===== src/rtl/alu_arbiter_if.sv =====
// Request/response/alu-side signal bundle for the two-requester alu arbiter.
// Latency: none, wires only.
// Backpressure: carries valid/ready on both request and response channels.
interface alu_arbiter_if;
    // Request channels, bit i / suffix i = requester i
    logic [1:0]  req_valid;
    logic [1:0]  req_ready;
    logic [31:0] req_a0;
    logic [31:0] req_a1;
    logic [31:0] req_b0;
    logic [31:0] req_b1;
    logic [3:0]  req_aluc0;
    logic [3:0]  req_aluc1;

    // Response channels share one result/flags bus
    logic [1:0]  rsp_valid;
    logic [1:0]  rsp_ready;
    logic [31:0] rsp_r;
    logic [3:0]  rsp_flags;

    // Shared alu datapath
    logic [31:0] alu_a;
    logic [31:0] alu_b;
    logic [3:0]  alu_aluc;
    logic [31:0] alu_r;
    logic        alu_zero;
    logic        alu_carry;
    logic        alu_negative;
    logic        alu_overflow;

    // Environment side: requesters plus the alu instance
    modport master (
        output req_valid, req_a0, req_a1, req_b0, req_b1, req_aluc0, req_aluc1,
        input  req_ready,
        input  rsp_valid, rsp_r, rsp_flags,
        output rsp_ready,
        input  alu_a, alu_b, alu_aluc,
        output alu_r, alu_zero, alu_carry, alu_negative, alu_overflow
    );

    // Arbiter side
    modport slave (
        input  req_valid, req_a0, req_a1, req_b0, req_b1, req_aluc0, req_aluc1,
        output req_ready,
        output rsp_valid, rsp_r, rsp_flags,
        input  rsp_ready,
        output alu_a, alu_b, alu_aluc,
        input  alu_r, alu_zero, alu_carry, alu_negative, alu_overflow
    );
endinterface


===== src/rtl/alu_arbiter.sv =====
// Round-robin share of one 32-bit alu between two requesters; optional grant stats via ALU_ARB_STATS_EN.
// Latency: accept edge -> 1 EXEC cycle -> registered response; 3 cycles per op with zero-wait responses.
// Backpressure: result/flags held in RESP until the owner's rsp_ready; no new request accepted until then.
module alu_arbiter #(
    parameter logic RR_INIT = 1'b0,
    parameter int   STAT_W  = 16
) (
    input  logic              clk,
    input  logic              rst_n,
    alu_arbiter_if.slave      bus,
    output logic [STAT_W-1:0] grant_cnt0,
    output logic [STAT_W-1:0] grant_cnt1
);

    typedef enum logic [1:0] {
        IDLE = 2'd0,
        EXEC = 2'd1,
        RESP = 2'd2
    } state_t;

    state_t      state;
    logic        rr_ptr;
    logic        owner;
    logic [31:0] op_a;
    logic [31:0] op_b;
    logic [3:0]  op_aluc;
    logic [1:0]  rsp_valid_q;
    logic [31:0] rsp_r_q;
    logic [3:0]  rsp_flags_q;

    logic        win_vld;
    logic        win_id;
    logic        accept;
    logic [31:0] sel_a;
    logic [31:0] sel_b;
    logic [3:0]  sel_aluc;
    logic        carry_en;
    logic        ovf_en;
    logic [3:0]  flags_masked;

    // Winner selection: a lone requester wins outright, a tie goes to the pointer
    always_comb begin
        win_vld = |bus.req_valid;
        win_id  = 1'b0;
        case (bus.req_valid)
            2'b01:   win_id = 1'b0;
            2'b10:   win_id = 1'b1;
            2'b11:   win_id = rr_ptr;
            default: win_id = 1'b0;
        endcase
        accept   = (state == IDLE) && win_vld;
        sel_a    = win_id ? bus.req_a1    : bus.req_a0;
        sel_b    = win_id ? bus.req_b1    : bus.req_b0;
        sel_aluc = win_id ? bus.req_aluc1 : bus.req_aluc0;
    end

    // Only the winner sees ready, and only while idle
    always_comb begin
        bus.req_ready = 2'b00;
        if (accept) begin
            bus.req_ready = win_id ? 2'b10 : 2'b01;
        end
    end

    // Drop carry/overflow the current opcode does not define, so stale alu flags never leak out
    always_comb begin
        carry_en = (op_aluc == 4'b0000) || (op_aluc == 4'b0001) ||
                   (op_aluc == 4'b1010) || (op_aluc[3:2] == 2'b11);
        ovf_en   = (op_aluc[3:1] == 3'b001);
        flags_masked = {bus.alu_zero,
                        bus.alu_carry & carry_en,
                        bus.alu_negative,
                        bus.alu_overflow & ovf_en};
    end

    // Control FSM with registered operands, result, flags and response valid
    always_ff @(posedge clk or negedge rst_n) begin
        if (!rst_n) begin
            state       <= IDLE;
            rr_ptr      <= RR_INIT;
            owner       <= 1'b0;
            op_a        <= '0;
            op_b        <= '0;
            op_aluc     <= '0;
            rsp_valid_q <= 2'b00;
            rsp_r_q     <= '0;
            rsp_flags_q <= '0;
        end else begin
            case (state)
                IDLE: begin
                    if (accept) begin
                        op_a    <= sel_a;
                        op_b    <= sel_b;
                        op_aluc <= sel_aluc;
                        owner   <= win_id;
                        rr_ptr  <= ~win_id;
                        state   <= EXEC;
                    end
                end
                EXEC: begin
                    rsp_r_q     <= bus.alu_r;
                    rsp_flags_q <= flags_masked;
                    rsp_valid_q <= owner ? 2'b10 : 2'b01;
                    state       <= RESP;
                end
                RESP: begin
                    // Non-owner rsp_ready is deliberately ignored
                    if (bus.rsp_ready[owner]) begin
                        rsp_valid_q <= 2'b00;
                        state       <= IDLE;
                    end
                end
                default: begin
                    rsp_valid_q <= 2'b00;
                    state       <= IDLE;
                end
            endcase
        end
    end

    assign bus.alu_a     = op_a;
    assign bus.alu_b     = op_b;
    assign bus.alu_aluc  = op_aluc;
    assign bus.rsp_valid = rsp_valid_q;
    assign bus.rsp_r     = rsp_r_q;
    assign bus.rsp_flags = rsp_flags_q;

`ifdef ALU_ARB_STATS_EN
    localparam logic [STAT_W-1:0] CNT_ONE = {{(STAT_W-1){1'b0}}, 1'b1};

    logic [STAT_W-1:0] cnt0_q;
    logic [STAT_W-1:0] cnt1_q;

    // Saturating per-requester accept counters
    always_ff @(posedge clk or negedge rst_n) begin
        if (!rst_n) begin
            cnt0_q <= '0;
            cnt1_q <= '0;
        end else if (accept) begin
            if (!win_id && !(&cnt0_q)) begin
                cnt0_q <= cnt0_q + CNT_ONE;
            end
            if (win_id && !(&cnt1_q)) begin
                cnt1_q <= cnt1_q + CNT_ONE;
            end
        end
    end

    assign grant_cnt0 = cnt0_q;
    assign grant_cnt1 = cnt1_q;
`else
    assign grant_cnt0 = '0;
    assign grant_cnt1 = '0;
`endif

endmodule


===== src/flat_wrapper.sv =====
// flat-port wrapper written by rule: the top's interface ports become plain ports
module alu_arbiter_flat 
#(
    parameter logic RR_INIT = 1'b0,
    parameter int   STAT_W  = 16
)
  (clk, rst_n, grant_cnt0, grant_cnt1, bus_req_valid, bus_req_a0, bus_req_a1, bus_req_b0, bus_req_b1, bus_req_aluc0, bus_req_aluc1, bus_req_ready, bus_rsp_valid, bus_rsp_r, bus_rsp_flags, bus_rsp_ready, bus_alu_a, bus_alu_b, bus_alu_aluc, bus_alu_r, bus_alu_zero, bus_alu_carry, bus_alu_negative, bus_alu_overflow);
  alu_arbiter_if bus_i ();
  input  logic clk;
  input  logic rst_n;
  output logic [STAT_W-1:0] grant_cnt0;
  output logic [STAT_W-1:0] grant_cnt1;
  input wire logic [$bits(bus_i.req_valid)-1:0] bus_req_valid;
  input wire logic [$bits(bus_i.req_a0)-1:0] bus_req_a0;
  input wire logic [$bits(bus_i.req_a1)-1:0] bus_req_a1;
  input wire logic [$bits(bus_i.req_b0)-1:0] bus_req_b0;
  input wire logic [$bits(bus_i.req_b1)-1:0] bus_req_b1;
  input wire logic [$bits(bus_i.req_aluc0)-1:0] bus_req_aluc0;
  input wire logic [$bits(bus_i.req_aluc1)-1:0] bus_req_aluc1;
  output wire logic [$bits(bus_i.req_ready)-1:0] bus_req_ready;
  output wire logic [$bits(bus_i.rsp_valid)-1:0] bus_rsp_valid;
  output wire logic [$bits(bus_i.rsp_r)-1:0] bus_rsp_r;
  output wire logic [$bits(bus_i.rsp_flags)-1:0] bus_rsp_flags;
  input wire logic [$bits(bus_i.rsp_ready)-1:0] bus_rsp_ready;
  output wire logic [$bits(bus_i.alu_a)-1:0] bus_alu_a;
  output wire logic [$bits(bus_i.alu_b)-1:0] bus_alu_b;
  output wire logic [$bits(bus_i.alu_aluc)-1:0] bus_alu_aluc;
  input wire logic [$bits(bus_i.alu_r)-1:0] bus_alu_r;
  input wire logic [$bits(bus_i.alu_zero)-1:0] bus_alu_zero;
  input wire logic [$bits(bus_i.alu_carry)-1:0] bus_alu_carry;
  input wire logic [$bits(bus_i.alu_negative)-1:0] bus_alu_negative;
  input wire logic [$bits(bus_i.alu_overflow)-1:0] bus_alu_overflow;
  assign bus_i.req_valid = bus_req_valid;
  assign bus_i.req_a0 = bus_req_a0;
  assign bus_i.req_a1 = bus_req_a1;
  assign bus_i.req_b0 = bus_req_b0;
  assign bus_i.req_b1 = bus_req_b1;
  assign bus_i.req_aluc0 = bus_req_aluc0;
  assign bus_i.req_aluc1 = bus_req_aluc1;
  assign bus_req_ready = bus_i.req_ready;
  assign bus_rsp_valid = bus_i.rsp_valid;
  assign bus_rsp_r = bus_i.rsp_r;
  assign bus_rsp_flags = bus_i.rsp_flags;
  assign bus_i.rsp_ready = bus_rsp_ready;
  assign bus_alu_a = bus_i.alu_a;
  assign bus_alu_b = bus_i.alu_b;
  assign bus_alu_aluc = bus_i.alu_aluc;
  assign bus_i.alu_r = bus_alu_r;
  assign bus_i.alu_zero = bus_alu_zero;
  assign bus_i.alu_carry = bus_alu_carry;
  assign bus_i.alu_negative = bus_alu_negative;
  assign bus_i.alu_overflow = bus_alu_overflow;
  alu_arbiter #(.RR_INIT(RR_INIT), .STAT_W(STAT_W)) u_core (.clk(clk), .rst_n(rst_n), .bus(bus_i), .grant_cnt0(grant_cnt0), .grant_cnt1(grant_cnt1));
endmodule

===== config.mk =====
export PLATFORM = sky130hd
export DESIGN_NAME = alu_arbiter_flat
export DESIGN_NICKNAME = d
export VERILOG_FILES = /design/src/rtl/alu_arbiter_if.sv /design/src/rtl/alu_arbiter.sv /design/src/flat_wrapper.sv
export SDC_FILE = /design/constraint.sdc
export NUM_CORES = 1
export LEC_CHECK = 0
export ABC_AREA = 1
export CAP_MARGIN = 10
export CORE_AREA = 3 3 121 123
export CTS_CLUSTER_DIAMETER = 40
export DETAILED_ROUTE_END_ITERATION = 7
export DIE_AREA = 0 0 124 126
export PLACE_DENSITY = 0.85
export SYNTH_ARGS = -nofsm -noshare
export SYNTH_HDL_FRONTEND = slang
export SYNTH_SLANG_ARGS = --single-unit
export TNS_END_PERCENT = 50

===== constraint.sdc =====
create_clock -name clk -period 3.14 [get_ports clk]
set_clock_uncertainty 0.2 [all_clocks]
set_input_delay 0.471 -clock clk [delete_from_list [all_inputs] [get_ports clk]]
set_output_delay 0.471 -clock clk [all_outputs]
set_load 0.02 [all_outputs]

# Word-level counts from Yosys, hierarchy flattened
# Index checks and enable logic that the tools add are counted.
totals:
  out_inout_bits: 140
  in_bits: 178
  register_bits: 110
  elab_cells: 47
classes:
  n_eq_ne: 10
  muxes: 13
  reduce_logical: 10
  n_bitwise: 4
  magnitude_cmp: 1
op_table:
  columns: ["operator", "n"]
  rows:
  - ["32-bit 2-to-1 mux", 2]
  - ["2-bit case mux with 3 select lines", 2]
  - ["2-bit 2-to-1 mux", 5]
  - ["2-bit equality test, second input constant", 4]
  - ["2-bit AND reduction", 3]
  - ["4-bit by 1-bit equality test with 1-bit output, second input constant", 1]
  - ["4-bit equality test, second input constant", 1]
  - ["4-bit logical NOT", 1]
  - ["4-bit 2-to-1 mux", 1]
  - ["2-bit by 1-bit != test with 1-bit output, second input constant", 2]
  - ["3-bit by 1-bit equality test with 1-bit output, second input constant", 1]
  - ["1-bit logical OR", 3]
  - ["1-bit bitwise AND", 2]
  - ["2-bit by 1-bit equality test with 1-bit output, second input constant", 1]
  - ["2-bit logical NOT", 1]
  - ["1-bit by 2-bit less-than comparator with 1-bit output, second input constant", 1]
  - ["1-bit 2-to-1 mux", 2]
  - ["1-bit inverter", 2]
  - ["1-bit case mux with 2 select lines", 1]
  - ["2-bit OR reduction", 1]
  - ["1-bit logical AND", 1]

# Depth between registers and ports, before layout
# Gate-level depths: netlist of the first run.
logic_depth:
  word_depth: 5
  depth_mapped: 7
  ltp_nobuf: 7

# Least setup slack after synthesis of the first run
# Ideal clock, no wire load.
synth_path:
  path_type: "input to output"
  startpoint: "in bus_req_valid[1]"
  endpoint: "out bus_req_ready[0]"
  arrival_ns: 1.082
  required_time_ns: 2.469
  n_path_buf: 2
  stages: 5
  slack_ns: 1.387
  path_cell_list: "buf_2 -> nand2_2 -> buf_4 -> nand2_1 -> inv_1"
synth_between:
  elab_chain_cells: 4
  elab_cells_between_ends: 7
  classes_between: "2 x eq/ne; 3 x mux; 2 x reduce/logical"
synth_lines:
  columns: ["element", "line_no", "rtl"]
  rows:
  - ["start, declared", "flat_wrapper.sv:13", "input wire logic [$bits(bus_i.req_valid)-1:0] bus_req_valid;"]
  - ["2-bit equality test", "alu_arbiter.sv:45", "case (bus.req_valid)"]
  - ["1-bit case mux with 2 select lines", "alu_arbiter.sv:45", null]
  - ["2-bit 2-to-1 mux", "alu_arbiter.sv:61", "bus.req_ready = win_id ? 2'b10 : 2'b01;"]
  - ["2-bit 2-to-1 mux *", "alu_arbiter.sv:60", "if (accept) begin"]
  - ["end, declared", "flat_wrapper.sv:20", "output wire logic [$bits(bus_i.req_ready)-1:0] bus_req_ready;"]
# Every way passes the cells marked *; elsewhere a longest branch is shown, timed or not.

# Final worst setup path of the first run
layout_path:
  startpoint: "in bus_req_valid[0]"
  endpoint: "out bus_req_ready[0]"
# Same word-level chain as after synthesis.

==> results of run 1 <==
power breakdown:
group / internal (mW) / switching [mW]
Combinational: 1.93 / 2.63
Clock: 0.602 / 0.505
Sequential: 2.13 / 0.411
Total: 4.66 / 3.54
area by class of cell:
cell class	count	area (sq um)	area share, %
repair buffers	296	2960	35.5
flip-flops and latches	110	2750	33.1
multi-input cells	443	2060	24.7
clock buffers	13	270	3.25
well taps	180	225	2.71
inverters	11	41.3	0.496
clock inverters	2	16.3	0.196
repair_timing:
action / 4_1_cts / 5_1_grt
resized for setup: 0 / 0
buffers inserted: 0 / 0
hold buffers: 1 / 0
endpoints found under the hold margin: 37 / 0
worst max-delay path, stage by stage:
cell                              delay (ns)
sky130_fd_sc_hd__clkdlybuf4s50_1        0.58
sky130_fd_sc_hd__nand2_2                0.20
sky130_fd_sc_hd__nand2_2                0.11
sky130_fd_sc_hd__nand2_1                0.13
sky130_fd_sc_hd__inv_1                  0.09
sky130_fd_sc_hd__clkdlybuf4s50_1        0.60
cell usage in the layout (no fill, tap or decap):
master                            Yosys  routed
sky130_fd_sc_hd__o21ai_4              0       1
sky130_fd_sc_hd__clkbuf_1            19       1
sky130_fd_sc_hd__nand2_2              2       2
sky130_fd_sc_hd__nand2_1            191     191
sky130_fd_sc_hd__clkbuf_8             0       3
sky130_fd_sc_hd__dfrtp_1            110     110
sky130_fd_sc_hd__nor2_8               1       1
sky130_fd_sc_hd__buf_12               0       2
sky130_fd_sc_hd__nor2_4               1       1
sky130_fd_sc_hd__nor2_2               1       2
sky130_fd_sc_hd__inv_1                8       8
sky130_fd_sc_hd__nand4_1             68      68
sky130_fd_sc_hd__clkinvlp_4           0       1
sky130_fd_sc_hd__o21ai_0              3       3
sky130_fd_sc_hd__buf_4               44       9
sky130_fd_sc_hd__dlygate4sd3_1        0       1
sky130_fd_sc_hd__clkinv_4             0       1
sky130_fd_sc_hd__inv_2                3       3
sky130_fd_sc_hd__buf_2               18       1
sky130_fd_sc_hd__clkbuf_16            0       9
sky130_fd_sc_hd__conb_1               1      32
sky130_fd_sc_hd__nand3_1            139     139
sky130_fd_sc_hd__nor2_1               4       3
sky130_fd_sc_hd__clkdlybuf4s50_1      0     283
kinds of logic after synthesis:
logic type | share of synthesized area (%)
buffers and inverters | 10.3
and+or+nand+nor | 36.4
AOI/OAI and AO/OA | 0.455
DFF | 52.7
other | 0.0718
metal layers:
layer	share of wire (%)	track usage [%]
met1	38	26.4
met2	49	37.3
met3	11	7.54
met4	1.7	7.22
met5	0	0
registers in the layout, summed over array words and instances (netlist names):
| register | cells |
|---|---|
| u_core.bus.rsp_r | 32 |
| u_core.bus.alu_aluc | 4 |
| u_core.bus.rsp_flags | 4 |
| u_core.owner | 1 |
| u_core.rr_ptr | 1 |
| u_core.bus.alu_a | 32 |
| u_core.bus.alu_b | 32 |
| u_core.bus.rsp_valid | 2 |
| u_core.state | 2 |
through the flow:
step	util (%)	cell area (sq um)	hold WS (ns)
final	60.4	8320	0.272
after global routing	60.4	8320	0.293
after CTS	60.4	8320	0.275
after detailed placement	58.2	8020	0.258
after global placement	58.2	8020	0.252
after floorplan	-	5340	-0.0246
worst min-delay path by stage:
| stage | end | from |
|---|---|---|
| 6_report | u_core.bus.rsp_r[30] | u_core.bus.rsp_r[30] |
| 5_1_grt | u_core.bus.rsp_r[22] | u_core.bus.rsp_r[22] |
| 4_1_cts | u_core.bus.rsp_r[18] | u_core.bus.rsp_r[18] |
| 3_5_place_dp | u_core.bus.rsp_r[24] | u_core.bus.rsp_r[24] |
| 3_3_place_gp | u_core.bus.rsp_r[15] | u_core.bus.rsp_r[15] |
| 2_1_floorplan | u_core.bus.alu_a[0] | rst_n |
==> results.toml, run 1 <==
[run_status]
outcome = "complete, no violations"

[worst_setup_path]
worst_setup_path_start_kind = "primary input"
reg2reg_to = "u_core.bus.alu_b[7]"
worstReg2RegStart = "u_core.state[0]"
worstRegToRegCells = 6
cp-startpoint = "bus_req_valid[0]"
setup.worst_path.class = "primary input to primary output"
rrSetupSlack_ns = 1.19
worstPathMaxFanout = 13
data_arrival_critical_path_ns = 2.19
critPathCaptureType = "primary output"
setup.worst_path.end = "bus_req_ready[0]"
cp_required_ns = 2.47

[clock_tree]
worst_skew_pair.late_latency_ns = 0.35
ctsRootBufferMaster = "sky130_fd_sc_hd__clkbuf_16"
cts-htree-levels = 3
cts_tree = "built"
clkSlewWorstSetupHoldPaths_ns = 0.07
clockBufferDepth = 2
cts-buffers-inserted = 9
cts_sinks = 110

[yosys]
synthMostInstantiatedCell = "sky130_fd_sc_hd__nand2_1"
synth-main-ff-cell = "sky130_fd_sc_hd__dfrtp_1"
syn-cell-area_sq_mm = 0.00522
yosys-top-cells-count = "sky130_fd_sc_hd__nand2_1 (191), sky130_fd_sc_hd__nand3_1 (139), sky130_fd_sc_hd__dfrtp_1 (110), sky130_fd_sc_hd__nand4_1 (68), sky130_fd_sc_hd__buf_4 (44)"
syn_area_per_cell_sq_um = 8.48
synth_enable_flop_cells = 0
synth.yosys.warnings = 0
synthesis.instances = 616
ys_types = 18
yosysSeqAreaShare_pct = 52.7
synth.largest_area_cell = "sky130_fd_sc_hd__dfrtp_1"
fraction_of_synthesis_flops_using_an_asynchronous_set_or_reset_pin_pct = 100
netlist_top_cells_area = "sky130_fd_sc_hd__dfrtp_1 (53%), sky130_fd_sc_hd__nand2_1 (14%), sky130_fd_sc_hd__nand3_1 (13%)"
postSynthRegisterBits = 110
synth_top_cell_area_share_pct = 52.7

[final_layout]
layout.nets = 1049
fillCellCount = 1190
area.growth.synth_to_final_pct = 59.2
drive_gt1_share_pct = 4.11
diodes = 0
instances_no_fill = 1055

[min_path]
hp-class = "flip-flop to flip-flop"
worst_hold_path.num_cells = 2

[power]
peakVddDrop_uv = 527
powerDensity_mw_per_mm2 = 986
p_leak_nw = 3.76
report.power.total_mw = 8.20

[route]
via_total_after_detailed_routing = 5366
route.final.wire_length_mm = 17.8
route.antenna.remaining_nets = 0
post_drt_wl_per_cell_um = 16.8
drt_first_pass_iters = 5
post-route-drc-count = 0
vias_per_cell = 5.09
drt_iter0_drc = 299

[global_route]
gr_util_all_layers_pct = 22.1
grt-ovfl-total = 0
largest_net_degree_at_the_start_of_global_routing = 72
global_route_wire_length_before_repair_mm = 27.2
antenna_violations_before_repair = 0
grt_pass1_vias = 5212

[placement]
gp_routability_congestion = 0.866
port_buffers = 285
placed_cells_incl_taps = 1039
post_placement_worst_setup_slack_ns = 0.263
hpwl_mm = 12.4

[sta]
hold_viol_final = 0
worst_slew_pin_slew_ns = 0.781
fin_setup_tns_ns = 0
maxClockFrequency_mhz = 349
setup_ws_ns = 0.275
timing.slew.headroom_pct = 47.9
setup-violations-final = 0
slew_violations = 0
setup_repair_after_global_routing_missed_its_margin = "no"
final_min_period_over_clock_period_pct = 91.2
final_critical_path_time_including_i_o_delays_and_setup_ns = 2.86

[floorplanning]
die_x_um = 124
design.core.area_sq_mm = 0.0138
start_util_pct = 37.9
placementRows = 43
io-pin-count = 318
die_y_um = 126
die_area_sq_mm = 0.0156

[flow_run]
maxCapViolCount = 0
Power figures use the tool's default switching activity.
==> run 2: changes to the inputs <==
--- a/config.mk
+++ b/config.mk
@@ -11,7 +11,9 @@
 export CTS_CLUSTER_DIAMETER = 40
 export DETAILED_ROUTE_END_ITERATION = 7
 export DIE_AREA = 0 0 124 126
+export GPL_TIMING_DRIVEN = 0
 export PLACE_DENSITY = 0.85
+export REMOVE_ABC_BUFFERS = 1
 export SYNTH_ARGS = -nofsm -noshare
 export SYNTH_HDL_FRONTEND = slang
 export SYNTH_SLANG_ARGS = --single-unit
==> run 2 against run 1 <==
Effect of this change: core utilization grew 1.1 points; global-route usage increased by 1.5 points; count of clock-buffer cells in the layout down 3; critical endpoint unchanged; via count up 2.5%; register-to-register slack got worse by 0.44 ns; power is 4.1% higher; non-clock buffer count stayed put; clock power increased by 5%; highest routed layer unchanged; hold slack improved by 0.0015 ns; sequential share of layout area decreased by 0.60 points; cell count rose by 0.47%; final area is 1.9% higher.
==> results.toml, run 2 (synthesis gave the netlist of run 1 again) <==
[power]
p_leak_nw = 3.82
powerDensity_mw_per_mm2 = 1010
peakVddDrop_uv = 508
report.power.total_mw = 8.54

[route]
vias_per_cell = 5.19
post_drt_wl_per_cell_um = 17.9
drt_iter0_drc = 377
route.final.wire_length_mm = 19.0
route.antenna.remaining_nets = 0
post-route-drc-count = 0
via_total_after_detailed_routing = 5499
drt_first_pass_iters = 4

[clock_tree]
cts-buffers-inserted = 9
worst_skew_pair.late_latency_ns = 0.34
cts_tree = "built"
clockBufferDepth = 2
cts_sinks = 110
ctsRootBufferMaster = "sky130_fd_sc_hd__clkbuf_16"
clkSlewWorstSetupHoldPaths_ns = 0.07
cts-htree-levels = 3

[min_path]
hp-class = "flip-flop to flip-flop"
timing.hold.worst_endpoint = "u_core.bus.rsp_r[4]"
worst_hold_path.num_cells = 2
startpoint_of_the_lowest_slack_hold_path = "u_core.bus.rsp_r[4]"

[worst_setup_path]
data_arrival_critical_path_ns = 2.35
critPathCaptureType = "primary output"
critical-path-slowest-cell = "sky130_fd_sc_hd__clkdlybuf4s50_1"
worst_setup_path_start_kind = "primary input"
worstReg2RegStart = "u_core.state[0]"
critical-path-max-stage-delay_ns = 0.60
worstRegToRegCells = 5
worstPathMaxFanout = 40
cp_required_ns = 2.47
setup.worst_path.class = "primary input to primary output"
critPathTopFamily = "buffers and inverters"
worstPathBufferInverterCount = 4
reg2reg_to = "u_core.bus.alu_a[21]"
rrSetupSlack_ns = 0.75
cpMostUsedCell = "sky130_fd_sc_hd__nand2_8"
path_cells = "dlygate4sd2_1 > nand2_8 > nand2_8 > buf_12 > nand2_1 > inv_1 > clkdlybuf4s50_1"

[sta]
setup_ws_ns = 0.119
setup-violations-final = 0
timing.slew.headroom_pct = 28.7
slew_violations = 0
hold_viol_final = 0
setup_repair_after_global_routing_missed_its_margin = "yes"
fin_setup_tns_ns = 0
final_min_period_over_clock_period_pct = 96.2
maxClockFrequency_mhz = 331
worst_slew_pin_slew_ns = 1.07
final_critical_path_time_including_i_o_delays_and_setup_ns = 3.02

[placement]
gp_routability_congestion = 0.768
post_placement_worst_setup_slack_ns = -0.876
placed_cell_area_sq_mm = 0.00807
placed_cells_incl_taps = 1036
hpwl_mm = 12.7
port_buffers = 285

[global_route]
grt_pass1_vias = 5556
grt-ovfl-total = 0
largest_net_degree_at_the_start_of_global_routing = 67
gr_util_all_layers_pct = 23.6
antenna_violations_before_repair = 0
global_route_wire_length_before_repair_mm = 28.7

[final_layout]
diodes = 0
layout_common_cells = "sky130_fd_sc_hd__clkdlybuf4s50_1 (282), sky130_fd_sc_hd__nand2_1 (191), sky130_fd_sc_hd__nand3_1 (139)"
drive_gt1_share_pct = 4.77
instances_no_fill = 1060
post-route-cell-area_sq_mm = 0.00847
area.growth.synth_to_final_pct = 62.2
layout.nets = 1053
mostFrequentLayoutCell = "sky130_fd_sc_hd__clkdlybuf4s50_1"
fillCellCount = 1162

[run_status]
outcome = "complete, no violations"

[floorplanning]
die_x_um = 124
die_y_um = 126
placementRows = 43
start_util_pct = 37.9
io-pin-count = 318
design.core.area_sq_mm = 0.0138
die_area_sq_mm = 0.0156

[flow_run]
maxCapViolCount = 0
[run 2: changes by cell type in the layout (fill, tap and decap cells not counted), sizes merged]
cell / change
nor2: +3
nand2: +1
clkdlybuf4s50: -1
clkbuf: -3
bufinv: +1
dlygate4sd2: +1
inv: +2
clkinvlp: -1
clkinv: +2
[run 2: metal layers]
layer | GRT usage (%) | vias to the layer above | part of all wire (%)
met2 | 39.6 | 270 | 48
met1 | 27.3 | 2640 | 38
met5 | 0 | - | 0
li1 | - | 2550 | -
met4 | 9.99 | 0 | 2.7
met3 | 8.13 | 39 | 11
[run 2: area by class of cell]
| class | count | area [sq um] | share of cell area, % |
|---|---|---|---|
| timing repair buffer | 296 | 3030 | 35.7 |
| sequential | 110 | 2750 | 32.5 |
| multi-input combinational | 447 | 2130 | 25.1 |
| clock buffer | 10 | 229 | 2.70 |
| tap | 180 | 225 | 2.66 |
| clock inverter | 6 | 68.8 | 0.812 |
| inverter | 11 | 41.3 | 0.487 |
[run 2: power by group]
| group | total (mW) | switching (mW) | leakage [nW] | internal [mW] |
|---|---|---|---|---|
| combinational | 4.83 | 2.80 | 2.32 | 2.03 |
| sequential | 2.55 | 0.423 | 1.35 | 2.13 |
| clock | 1.16 | 0.532 | 0.149 | 0.627 |
[run 2: worst max path at each step]
stage / cells past startpoint / endpoint / start
6_report: 7 / bus_req_ready[0] / bus_req_valid[0]
3_3_place_gp: 5 / bus_req_ready[0] / bus_req_valid[1]
5_1_grt: 7 / bus_req_ready[0] / u_core.rr_ptr
3_5_place_dp: 7 / bus_req_ready[0] / bus_req_valid[0]
2_1_floorplan: 4 / bus_req_ready[0] / bus_req_valid[0]
4_1_cts: 5 / bus_req_ready[1] / u_core.state[1]
[run 2: what timing repair did]
| action | 4_1_cts | 5_1_grt |
|---|---|---|
| hold endpoints to repair | 44 | 0 |
| endpoints found under the setup margin | 2 | 2 |
| cloned | 4 | 0 |
| hold buffers | 1 | 0 |
| buffers inserted | 1 | 2 |
| pin swaps | 3 | 1 |
| gates resized for setup | 7 | 0 |
[run 2: stage by stage]
stage,hold slack (ns),utilization [%]
2_1_floorplan,-0.0246,-
5_1_grt,0.299,61.5
4_1_cts,0.275,61.4
3_3_place_gp,0.253,57.5
6_report,0.273,61.5
3_5_place_dp,0.257,58.6
[run 2: worst register-to-register path, cell delays in order (launching register included)]
cell                      delay, ns
sky130_fd_sc_hd__dfrtp_1       0.49
sky130_fd_sc_hd__inv_2         0.12
sky130_fd_sc_hd__nand2_1       0.29
sky130_fd_sc_hd__nor2_4        0.94
sky130_fd_sc_hd__nand3_1       0.18
sky130_fd_sc_hd__nand3_1       0.12
==> run 3: changes to the inputs <==
--- a/config.mk
+++ b/config.mk
@@ -12,7 +12,7 @@
 export DETAILED_ROUTE_END_ITERATION = 7
 export DIE_AREA = 0 0 124 126
 export GPL_TIMING_DRIVEN = 0
-export PLACE_DENSITY = 0.85
+export PLACE_DENSITY = 0.78
 export REMOVE_ABC_BUFFERS = 1
 export SYNTH_ARGS = -nofsm -noshare
 export SYNTH_HDL_FRONTEND = slang
==> run 3 against run 2 <==
Effect of this change: sequential power is essentially flat; global-route usage down 0.62 points; final area shrank 0.59%; via count down 2.4%; largest cell class unchanged; sequential share of layout area is 0.19 points higher; cell count is 0.28% lower; non-clock buffer count down 1; critical path depth did not move.
==> results.toml, run 3 (synthesis gave the netlist of run 1 again) <==
[clock_tree]
cts_tree = "built"
clkSlewWorstSetupHoldPaths_ns = 0.06
clockBufferDepth = 2
worst_skew_pair.late_latency_ns = 0.34
cts-htree-levels = 3
ctsRootBufferMaster = "sky130_fd_sc_hd__clkbuf_16"
cts_sinks = 110
cts-buffers-inserted = 9

[floorplanning]
die_y_um = 126
start_util_pct = 37.9
placementRows = 43
die_x_um = 124
die_area_sq_mm = 0.0156
io-pin-count = 318
design.core.area_sq_mm = 0.0138

[power]
p_leak_nw = 3.78
peakVddDrop_uv = 487
powerDensity_mw_per_mm2 = 990

[sta]
timing.slew.headroom_pct = 31.4
hold_viol_final = 0
slew_violations = 0
final_min_period_over_clock_period_pct = 95.3
final_critical_path_time_including_i_o_delays_and_setup_ns = 2.99
worst_slew_pin_slew_ns = 1.03
setup_repair_after_global_routing_missed_its_margin = "no"
maxClockFrequency_mhz = 334
fin_setup_tns_ns = 0
setup-violations-final = 0

[route]
vias_per_cell = 5.08
post-route-drc-count = 0
drt_first_pass_iters = 5
route.final.wire_length_mm = 18.5
drt_iter0_drc = 381
via_total_after_detailed_routing = 5365
post_drt_wl_per_cell_um = 17.5
route.antenna.remaining_nets = 0

[placement]
gp_routability_congestion = 0.766
port_buffers = 285
hpwl_mm = 12.4

[final_layout]
fillCellCount = 1213
mostFrequentLayoutCell = "sky130_fd_sc_hd__clkdlybuf4s50_1"
diodes = 0
final_core_util_pct = 61.2
area.growth.synth_to_final_pct = 61.3
layout_common_cells = "sky130_fd_sc_hd__clkdlybuf4s50_1 (282), sky130_fd_sc_hd__nand2_1 (191), sky130_fd_sc_hd__nand3_1 (139)"
drive_gt1_share_pct = 4.33
layout.nets = 1051

[global_route]
antenna_violations_before_repair = 0
gr_util_all_layers_pct = 23.0
largest_net_degree_at_the_start_of_global_routing = 68
global_route_wire_length_before_repair_mm = 28.0
grt-ovfl-total = 0
grt_pass1_vias = 5265

[worst_setup_path]
setup.worst_path.class = "primary input to primary output"
data_arrival_critical_path_ns = 2.32
worst_setup_path_start_kind = "primary input"
path_cells = "clkdlybuf4s15_1 > nand2_8 > nand2_8 > buf_12 > nand2_1 > inv_1 > clkdlybuf4s50_1"
cp_required_ns = 2.47
cpMostUsedCell = "sky130_fd_sc_hd__nand2_8"
worstPathMaxFanout = 44
critical-path-max-stage-delay_ns = 0.61
critical-path-slowest-cell = "sky130_fd_sc_hd__clkdlybuf4s50_1"
critPathCaptureType = "primary output"

[min_path]
hp-class = "flip-flop to flip-flop"

[flow_run]
maxCapViolCount = 0

[run_status]
outcome = "complete, no violations"
[run 3: per-stage QoR]
step	hold slack [ns]	cell area (sq um)	setup WS [ns]	instances	power, mW
after CTS	0.274	8420	0.0315	1056	8.42
after floorplan	-0.0246	4840	0.290	564	4.83
final	0.272	8420	0.149	1057	8.34
after global placement	0.253	7920	-3.14	1029	7.03
after global routing	0.288	8420	0.0205	1057	8.90
after detailed placement	0.258	8080	-0.764	1036	7.19
[run 3: worst max-delay path: cells and delay by family]
kind,cells,cell delay (ns)
simple gates,3,0.54
buf+inv,4,1.29
[run 3: report_power, final]
group | switching [mW] | leakage, nW | internal, mW | total (mW)
clock network | 0.496 | 0.121 | 0.532 | 1.03
registers | 0.397 | 1.35 | 2.13 | 2.52
logic | 2.76 | 2.31 | 2.03 | 4.79
total | 3.65 | 3.78 | 4.69 | 8.34
[run 3: path summary, 6_finish.rpt]
path | start | to | slack [ns] | depth (start not counted)
setup / recovery | bus_req_valid[0] | bus_req_ready[0] | 0.15 | 7
hold / removal | u_core.bus.rsp_r[11] | u_core.bus.rsp_r[11] | 0.27 | 2
setup reg to reg | u_core.state[0] | u_core.bus.rsp_flags[2] | 0.74 | 6
hold reg to reg | u_core.bus.rsp_r[11] | u_core.bus.rsp_r[11] | 0.27 | 2
max in group asynchronous | rst_n | u_core.state[1] | 1.51 | 3
min in group asynchronous | rst_n | u_core.bus.rsp_r[7] | 0.49 | 2
[run 3: cell type report]
cell class / count / area, sq um / area share, %
Clock inverter: 4 / 25.0 / 0.297
Clock buffer: 11 / 233 / 2.76
Inverter: 11 / 41.3 / 0.490
Sequential cell: 110 / 2750 / 32.7
Timing Repair Buffer: 295 / 3030 / 35.9
Multi-Input combinational cell: 446 / 2120 / 25.1
Tap cell: 180 / 225 / 2.67
[run 3: routing by layer]
metal  routed length [um]  vias up  GRT usage, %
met3                 2190       18          8.67
met5                    0        -             0
li1                     -     2547             -
met1                 7340     2547          28.0
met2                 8790      253          38.1
met4                  216        0          6.31
[run 3: timing repair]
action,CTS,global route
pin swaps,2,1
hold endpoints to repair,43,0
hold buffers,1,0
setup buffers,1,1
gates cloned,3,0
setup endpoints to repair,2,2
gates resized for setup,7,1
